## src/rtl/tl_pkg.sv

```systemverilog
// Shared definitions for the T-intersection signal controller and its safety monitor.
package tl_pkg;

   localparam logic [2:0] LAMP_DARK   = 3'b000;
   localparam logic [2:0] LAMP_GREEN  = 3'b001;
   localparam logic [2:0] LAMP_YELLOW = 3'b010;
   localparam logic [2:0] LAMP_RED    = 3'b100;

   localparam logic [2:0] FLT_NONE     = 3'd0;
   localparam logic [2:0] FLT_ILLEGAL  = 3'd1;
   localparam logic [2:0] FLT_CONFLICT = 3'd2;
   localparam logic [2:0] FLT_BAD_SEQ  = 3'd3;
   localparam logic [2:0] FLT_SHORT    = 3'd4;
   localparam logic [2:0] FLT_STUCK    = 3'd5;

   localparam logic [1:0] LAMP_M1 = 2'd0;
   localparam logic [1:0] LAMP_MT = 2'd1;
   localparam logic [1:0] LAMP_M2 = 2'd2;
   localparam logic [1:0] LAMP_S  = 2'd3;

   // Bit 0 is the armed flag and bit 1 the fault flag, so both outputs come straight off the state register.
   typedef enum logic [1:0] {
      ST_DISARMED = 2'b00,
      ST_ARMED    = 2'b01,
      ST_FAULT    = 2'b10
   } mon_state_e;

   function automatic logic lamp_legal(input logic [2:0] v);
      return (v == LAMP_GREEN) || (v == LAMP_YELLOW) || (v == LAMP_RED);
   endfunction

   function automatic logic seq_ok(input logic [2:0] p, input logic [2:0] c);
      return ((p == LAMP_GREEN)  && (c == LAMP_YELLOW)) ||
             ((p == LAMP_YELLOW) && (c == LAMP_RED))    ||
             ((p == LAMP_RED)    && (c == LAMP_GREEN));
   endfunction

   function automatic logic [1:0] lowest_idx(input logic [3:0] v);
      logic [1:0] idx;
      idx = 2'd0;
      for (int i = 3; i >= 0; i--) begin
         if (v[i]) idx = 2'(i);
      end
      return idx;
   endfunction

endpackage

```

## src/rtl/tl_lamp_checker.sv

```systemverilog
// Per-lamp checker: previous value, dwell counter and first-phase flag, with
// illegal-code, bad-sequence and short-phase flags for the current sample.
module tl_lamp_checker
   import tl_pkg::*;
#(
   parameter int         CNT_W      = 40,
   parameter logic [63:0] MIN_GREEN  = 64'd2_000_000_000,
   parameter logic [63:0] MIN_YELLOW = 64'd400_000_000
) (
   input  logic       clk,
   input  logic       rst_n,
   input  logic       load,
   input  logic       active,
   input  logic [2:0] led,
   output logic       changed,
   output logic       illegal,
   output logic       bad_seq,
   output logic       short_phase
);

   logic [2:0]       prev_q, prev_d;
   logic [CNT_W-1:0] dwell_q, dwell_d;
   logic             first_q, first_d;

   always_comb begin
      changed     = (led != prev_q);
      illegal     = !lamp_legal(led);
      bad_seq     = changed && !seq_ok(prev_q, led);
      // The dwell compared here is the pre-reset value; the partial phase seen at arming is exempt.
      short_phase = changed && !first_q &&
                    (((prev_q == LAMP_GREEN)  && (64'(dwell_q) < MIN_GREEN)) ||
                     ((prev_q == LAMP_YELLOW) && (64'(dwell_q) < MIN_YELLOW)));

      prev_d = led;

      if (load || changed) dwell_d = CNT_W'(1);
      else if (&dwell_q)   dwell_d = dwell_q;
      else                 dwell_d = dwell_q + CNT_W'(1);

      first_d = first_q;
      if (load)                  first_d = 1'b1;
      else if (active && changed) first_d = 1'b0;
   end

   always_ff @(posedge clk or negedge rst_n) begin
      if (!rst_n) begin
         prev_q  <= LAMP_DARK;
         dwell_q <= '0;
         first_q <= 1'b0;
      end else begin
         prev_q  <= prev_d;
         dwell_q <= dwell_d;
         first_q <= first_d;
      end
   end

endmodule

```

## src/rtl/tl_conflict_monitor.sv

```systemverilog
// Independent safety monitor for the T-intersection lamps: arms on a legal
// pattern, then latches the first violation as a sticky fault with cause and lamp.
module tl_conflict_monitor
   import tl_pkg::*;
#(
   parameter int          CNT_W      = 40,
   parameter logic [63:0] MIN_GREEN  = 64'd2_000_000_000,
   parameter logic [63:0] MIN_YELLOW = 64'd400_000_000,
   parameter logic [63:0] WDOG_MAX   = 64'd4_000_000_000
) (
   input  logic       clk,
   input  logic       rst_n,
   input  logic [2:0] led_M1,
   input  logic [2:0] led_MT,
   input  logic [2:0] led_M2,
   input  logic [2:0] led_S,
   input  logic       clr_fault,
   output logic       armed,
   output logic       fault,
   output logic [2:0] fault_code,
   output logic [1:0] fault_lamp
);

   logic [2:0] led_a [4];
   logic [3:0] changed, illegal, bad_seq, short_v, non_red;
   logic       arm_load, armed_now;
   logic       conf_mt_m2, conf_s;
   logic       stuck;
   logic [2:0] viol_code;
   logic [1:0] viol_lamp;

   mon_state_e       state_q, state_d;
   logic [2:0]       fault_code_q, fault_code_d;
   logic [1:0]       fault_lamp_q, fault_lamp_d;
   logic [CNT_W-1:0] wdog_q, wdog_d, wdog_inc;

   assign led_a[LAMP_M1] = led_M1;
   assign led_a[LAMP_MT] = led_MT;
   assign led_a[LAMP_M2] = led_M2;
   assign led_a[LAMP_S]  = led_S;

   assign armed_now = (state_q == ST_ARMED);

   for (genvar i = 0; i < 4; i++) begin : g_chk
      tl_lamp_checker #(
         .CNT_W      (CNT_W),
         .MIN_GREEN  (MIN_GREEN),
         .MIN_YELLOW (MIN_YELLOW)
      ) u_chk (
         .clk         (clk),
         .rst_n       (rst_n),
         .load        (arm_load),
         .active      (armed_now),
         .led         (led_a[i]),
         .changed     (changed[i]),
         .illegal     (illegal[i]),
         .bad_seq     (bad_seq[i]),
         .short_phase (short_v[i])
      );
      assign non_red[i] = (led_a[i] != LAMP_RED);
   end

   // MT/M2 reports lamp M2; any S pairing reports lamp S, which loses to M2 on a tie.
   assign conf_mt_m2 = non_red[LAMP_MT] && non_red[LAMP_M2];
   assign conf_s     = non_red[LAMP_S] && (non_red[LAMP_M1] || non_red[LAMP_MT] || non_red[LAMP_M2]);

   assign wdog_inc = (&wdog_q) ? wdog_q : wdog_q + CNT_W'(1);
   assign stuck    = !(|changed) && (64'(wdog_inc) >= WDOG_MAX);

   always_comb begin
      viol_code = FLT_NONE;
      viol_lamp = LAMP_M1;
      if (|illegal) begin
         viol_code = FLT_ILLEGAL;
         viol_lamp = lowest_idx(illegal);
      end else if (conf_mt_m2 || conf_s) begin
         viol_code = FLT_CONFLICT;
         viol_lamp = conf_mt_m2 ? LAMP_M2 : LAMP_S;
      end else if (|bad_seq) begin
         viol_code = FLT_BAD_SEQ;
         viol_lamp = lowest_idx(bad_seq);
      end else if (|short_v) begin
         viol_code = FLT_SHORT;
         viol_lamp = lowest_idx(short_v);
      end else if (stuck) begin
         viol_code = FLT_STUCK;
      end
   end

   always_comb begin
      state_d      = state_q;
      fault_code_d = fault_code_q;
      fault_lamp_d = fault_lamp_q;
      wdog_d       = '0;
      arm_load     = 1'b0;
      case (state_q)
         ST_DISARMED: begin
            if (!clr_fault && !(|illegal)) begin
               state_d  = ST_ARMED;
               arm_load = 1'b1;
            end
         end
         ST_ARMED: begin
            if (clr_fault) begin
               state_d = ST_DISARMED;
            end else if (viol_code != FLT_NONE) begin
               state_d      = ST_FAULT;
               fault_code_d = viol_code;
               fault_lamp_d = viol_lamp;
            end else begin
               wdog_d = (|changed) ? '0 : wdog_inc;
            end
         end
         ST_FAULT: begin
            if (clr_fault) begin
               state_d      = ST_DISARMED;
               fault_code_d = FLT_NONE;
               fault_lamp_d = LAMP_M1;
            end
         end
         default: begin
            state_d      = ST_DISARMED;
            fault_code_d = FLT_NONE;
            fault_lamp_d = LAMP_M1;
         end
      endcase
   end

   always_ff @(posedge clk or negedge rst_n) begin
      if (!rst_n) begin
         state_q      <= ST_DISARMED;
         fault_code_q <= FLT_NONE;
         fault_lamp_q <= LAMP_M1;
         wdog_q       <= '0;
      end else begin
         state_q      <= state_d;
         fault_code_q <= fault_code_d;
         fault_lamp_q <= fault_lamp_d;
         wdog_q       <= wdog_d;
      end
   end

   assign armed      = state_q[0];
   assign fault      = state_q[1];
   assign fault_code = fault_code_q;
   assign fault_lamp = fault_lamp_q;

endmodule

```

## config.mk

```make
export PLATFORM = sky130hd
export DESIGN_NAME = tl_conflict_monitor
export DESIGN_NICKNAME = d
export VERILOG_FILES = /design/src/rtl/tl_pkg.sv /design/src/rtl/tl_lamp_checker.sv /design/src/rtl/tl_conflict_monitor.sv
export SDC_FILE = /design/constraint.sdc
export NUM_CORES = 1
export LEC_CHECK = 0
export CAP_MARGIN = 20
export CORE_MARGIN = 2
export CORE_UTILIZATION = 30
export CTS_CLUSTER_SIZE = 25
export DETAILED_ROUTE_END_ITERATION = 12
export PLACE_DENSITY = 0.58
export SETUP_SLACK_MARGIN = 0.4
export SLEW_MARGIN = 20
export SYNTH_ARGS = -nofsm -noshare
export SYNTH_HDL_FRONTEND = slang
export SYNTH_SLANG_ARGS = --single-unit
```

## constraint.sdc

```tcl
create_clock -name clk -period 2.9 [get_ports clk]
set_clock_uncertainty 0.1 [all_clocks]
set_input_delay 0.435 -clock clk [delete_from_list [all_inputs] [get_ports clk]]
set_output_delay 0.435 -clock clk [all_outputs]
set_load 0.005 [all_outputs]
```

==> flow_summary.rst <==
.. list-table::
   :header-rows: 1

   * - Metric
     - Value
   * - Status
     - finished with violations
   * - Violations in the final reports
     - setup timing
   * - # rows
     - 75
   * - Die width
     - 209.7 µm
   * - Global-route usage over all layers
     - 0.1542
   * - Fraction of registers with async set/reset
     - 1.000
   * - Number of primary I/O pins
     - 22
   * - RSZ-0062 raised after global routing
     - true
   * - Worst setup EP type
     - register
   * - Share of synthesized area occupied by flip-flops and latches
     - 0.4397
   * - Wire length after detailed routing
     - 34480 µm
   * - Final worst setup slack
     - -0.2618 ns
   * - Ordered list of cells on the worst path
     - nand4_4, or4_4, a311oi_1, xnor2_1, o22a_1, o2111ai_2, o2111ai_4, nand4_4, buf_4, o21ba_4
   * - Share of final-layout standard cells stronger than drive strength 1
     - 0.3207
   * - Dpl hpwl
     - roughly 24000 µm
   * - Wire length of the first global-routing pass
     - 57040 µm
   * - Delay of the slowest cell on the worst path
     - approximately 0.6 ns
   * - Worst hold path depth
     - 2
   * - Height of the die
     - ~210 µm
   * - Area share of the largest cell type after synthesis
     - 0.4397
   * - Time the final worst path needs with I/O delays and setup
     - 3.162 ns
   * - Slew at the pin closest to its max-slew limit
     - ~0.6 ns
   * - Post-route fraction of the period consumed by the critical path
     - 1.090
   * - Clock buffer depth
     - 3
   * - Antenna violation net count after detailed routing
     - 0
   * - Leading cell types by total area after synthesis
     - dfrtp_1 44%, nor2_1 6.6%, xor2_1 6.1%
   * - Relative max-transition margin
     - 0.5820
   * - Number of slew-limit violations in the final report
     - 0
   * - Highest Signal Layer
     - met4
   * - Most frequent standard cell in the layout excluding fill and tap cells
     - buf_4
   * - Post-synthesis instance total
     - approximately 1400
   * - Average footprint of a synthesized cell
     - between 8 and 9 µm²
   * - Commonest cells after routing, fill and taps aside
     - 306 x buf_4, 222 x dfrtp_1, 204 x nor2_1
   * - Crit path buffers/inverters
     - 1
   * - Cell type with the highest occurrence count on the critical path
     - nand4_4
   * - Pleak
     - 7.398 nW
   * - Total setup violations reported at the end of the flow
     - 39
   * - # nets final
     - about 1800
   * - Detailed-route DRC error count
     - 0
   * - Setup_tns
     - -9.189 ns
   * - Cts bufs inserted
     - 25
   * - Number of flops mapped to enable cells by yosys
     - 0
   * - Prevailing post-synth register cell
     - dfrtp_1
   * - Iteration count of the initial detailed-routing pass
     - 5
   * - Die area
     - about 0.044 mm²
   * - Via count of the first global-routing pass
     - ~12000
   * - Starting density of the core
     - 0.3032
   * - Endpoints failing hold
     - 0
   * - Max Fanout on Critical Path
     - 5
   * - Routed vias
     - about 12000
   * - Path class of the lowest-slack min-delay path
     - in -> reg
   * - Flip-flop and latch count after synthesis
     - 223
   * - Congestion Overflow GR
     - 0
   * - Instance area at placement
     - between 0.015 and 0.02 mm²
   * - Synth cell types
     - 86
   * - Max Freq
     - approximately 0.32 GHz
   * - Clk pin slew, worst setup/hold paths
     - roughly 0.060 ns
   * - Via density per instance
     - slightly above 5
   * - Layout filler cell count
     - about 4000
   * - Number of clock sinks
     - between 200 and 250
   * - Area of the core
     - ~0.042 mm²
   * - Category of cells accounting for the largest share of critical-path delay
     - compound AO/OA/AOI/OAI gates
   * - Launching element of the worst setup path
     - wdog_q[5]
   * - Number of violations reported at the end of detailed-routing iteration 0
     - roughly 540
   * - Clk Latency, worst-skew pair
     - between 0.5 and 0.6 ns
   * - Largest net degree at the start of global routing
     - 67
   * - Number of cell instances on the worst register-to-register path
     - 10
   * - Hold wc startpoint
     - led_M1[1]
   * - Standard cell with the maximum stage delay on the critical path
     - or4_4
   * - Finished layout cell area
     - ~0.018 mm²
   * - Dominant cell type by area after synthesis
     - dfrtp_1
   * - H-Tree Depth
     - 1
   * - Max cap viols
     - 0
   * - CTS Root Cell
     - clkbuf_16
   * - Critical Path RT
     - roughly 3.3 ns
   * - Startpoint class of the critical path
     - register
   * - Endpoint arrival time on the critical path
     - ~3.5 ns
   * - Path type of the worst setup path
     - reg -> reg
   * - Wl on met1
     - about 16000 µm
   * - Critical path depth
     - 10
   * - Count of port buffers added during placement
     - 21
   * - Power per cell area
     - about 380 mW/mm²
   * - Met2 wire length
     - around 17000 µm
   * - Signed area change from the synthesized netlist to the final layout
     - 43.27%
   * - Combined area of the multi-input logic cells
     - between 0.007 and 0.008 mm²
   * - Sequential cell area
     - about 0.0056 mm²
   * - Total standard cell area after synthesis
     - 0.01269 mm²
   * - Initial antenna violation count
     - 0
   * - YS warnings
     - 0
   * - Routed length on met3
     - around 1100 µm
   * - RD Place Congestion
     - a little over 0.8
   * - Wirelength per Cell
     - ~15 µm
   * - Antenna Cells
     - 0
   * - Launch instance of the worst register-to-register path
     - wdog_q[5]
   * - TritonCTS clock tree
     - built
   * - Maximum VDD drop
     - approximately 0.00039 V
[cell type report]
| class | instances | area share |
|---|---|---|
| timing repair buffer | 375 | 0.1689 |
| clock inverter | 7 | 0.006193 |
| tap | 539 | 0.03709 |
| sequential | 223 | 0.3070 |
| clock buffer | 36 | 0.03888 |
| multi-input combinational | 1152 | 0.4374 |
| inverter | 22 | 0.004542 |
[metal layers]
layer,vias to the layer above,GRT usage
li1,5854,-
met1,5819,0.2107
met2,178,0.2596
met3,38,0.02140
met4,0,0.03448
met5,-,0
[sequential cells by signal, summed over array words and instances, names as in the netlist]
| name | flops |
|---|---|
| g_chk.u_chk.dwell_q | 160 |
| wdog_q | 40 |
| g_chk.u_chk.prev_q | 12 |
| g_chk.u_chk.first_q | 4 |
| fault_code | 3 |
| fault_lamp | 2 |
| state_q | 2 |
[logic make-up (layout without fill, tap and decap cells)]
family / after synthesis / count (layout) / share of synthesized area
buf+inv: 64 / 440 / 0.01942
fa+ha+maj: 5 / 5 / 0.004930
compound gates: 201 / 201 / 0.1059
xor+xnor: 166 / 166 / 0.1146
simple gates: 765 / 766 / 0.3105
flops: 223 / 223 / 0.4397
mux: 6 / 6 / 0.004733
other cells: 1 / 8 / 0.0002955
[through the flow]
step                      instances  utilization  hold WS (ns)  total power, mW  setup WS [ns]
final                          2354       0.4344       0.03785            6.981        -0.2618
after global routing           2354       0.4344       0.01641            7.278        -0.4129
after CTS                      2324       0.4146       0.01564            7.049        -0.2421
after detailed placement       2240       0.3776        0.3267            3.764        -0.8372
after global placement         2240       0.3776        0.3255            3.751        -0.8100
after floorplan                1438            -       0.03941            3.470        -0.2247
[power breakdown]
| group | total, mW | switching, mW | internal (mW) | leakage, nW |
|---|---|---|---|---|
| Sequential | 3.21 | 0.0437 | 3.17 | 3.04 |
| Combinational | 0.530 | 0.299 | 0.231 | 3.96 |
| Clock | 3.24 | 1.29 | 1.95 | 0.399 |
| Total | 6.98 | 1.64 | 5.34 | 7.40 |
[path summary, 6_finish.rpt]
kind / slack, ns / endpoint
max in group asynchronous: 1.55 / g_chk[1].u_chk.dwell_q[34]
max: -0.26 / wdog_q[25]
min reg2reg: 0.38 / g_chk[1].u_chk.first_q
min: 0.04 / g_chk[0].u_chk.prev_q[1]
min in group asynchronous: 0.36 / g_chk[2].u_chk.dwell_q[2]
max reg2reg: -0.26 / wdog_q[25]
[Yosys cell counts (8+ instances only)]
cell type    n
or3_1       43
clkbuf_1    32
nor3_1      54
and4_1      20
nand2_1    135
nor4_1      27
o211ai_1     8
nor2_1     223
nor2b_1      8
nand4_1     38
nand3_1     94
o21ai_0     50
inv_1       22
nand2b_1    17
and2_1      11
dfrtp_1    223
xor2_1      88
a211oi_1    16
a21oi_1     54
and3_1      33
xnor2_1     78
nor4b_1      8
[repair_timing]
item | in CTS | in global routing
pin swaps | 72 | 81
cloned | 1 | 0
gates resized for setup | 122 | 148
hold endpoints to repair | 62 | 2
buffers inserted | 38 | 28
hold buffers | 2 | 2
endpoints found under the setup margin | 174 | 145
Note: power is estimated with default switching activity, not from simulation.
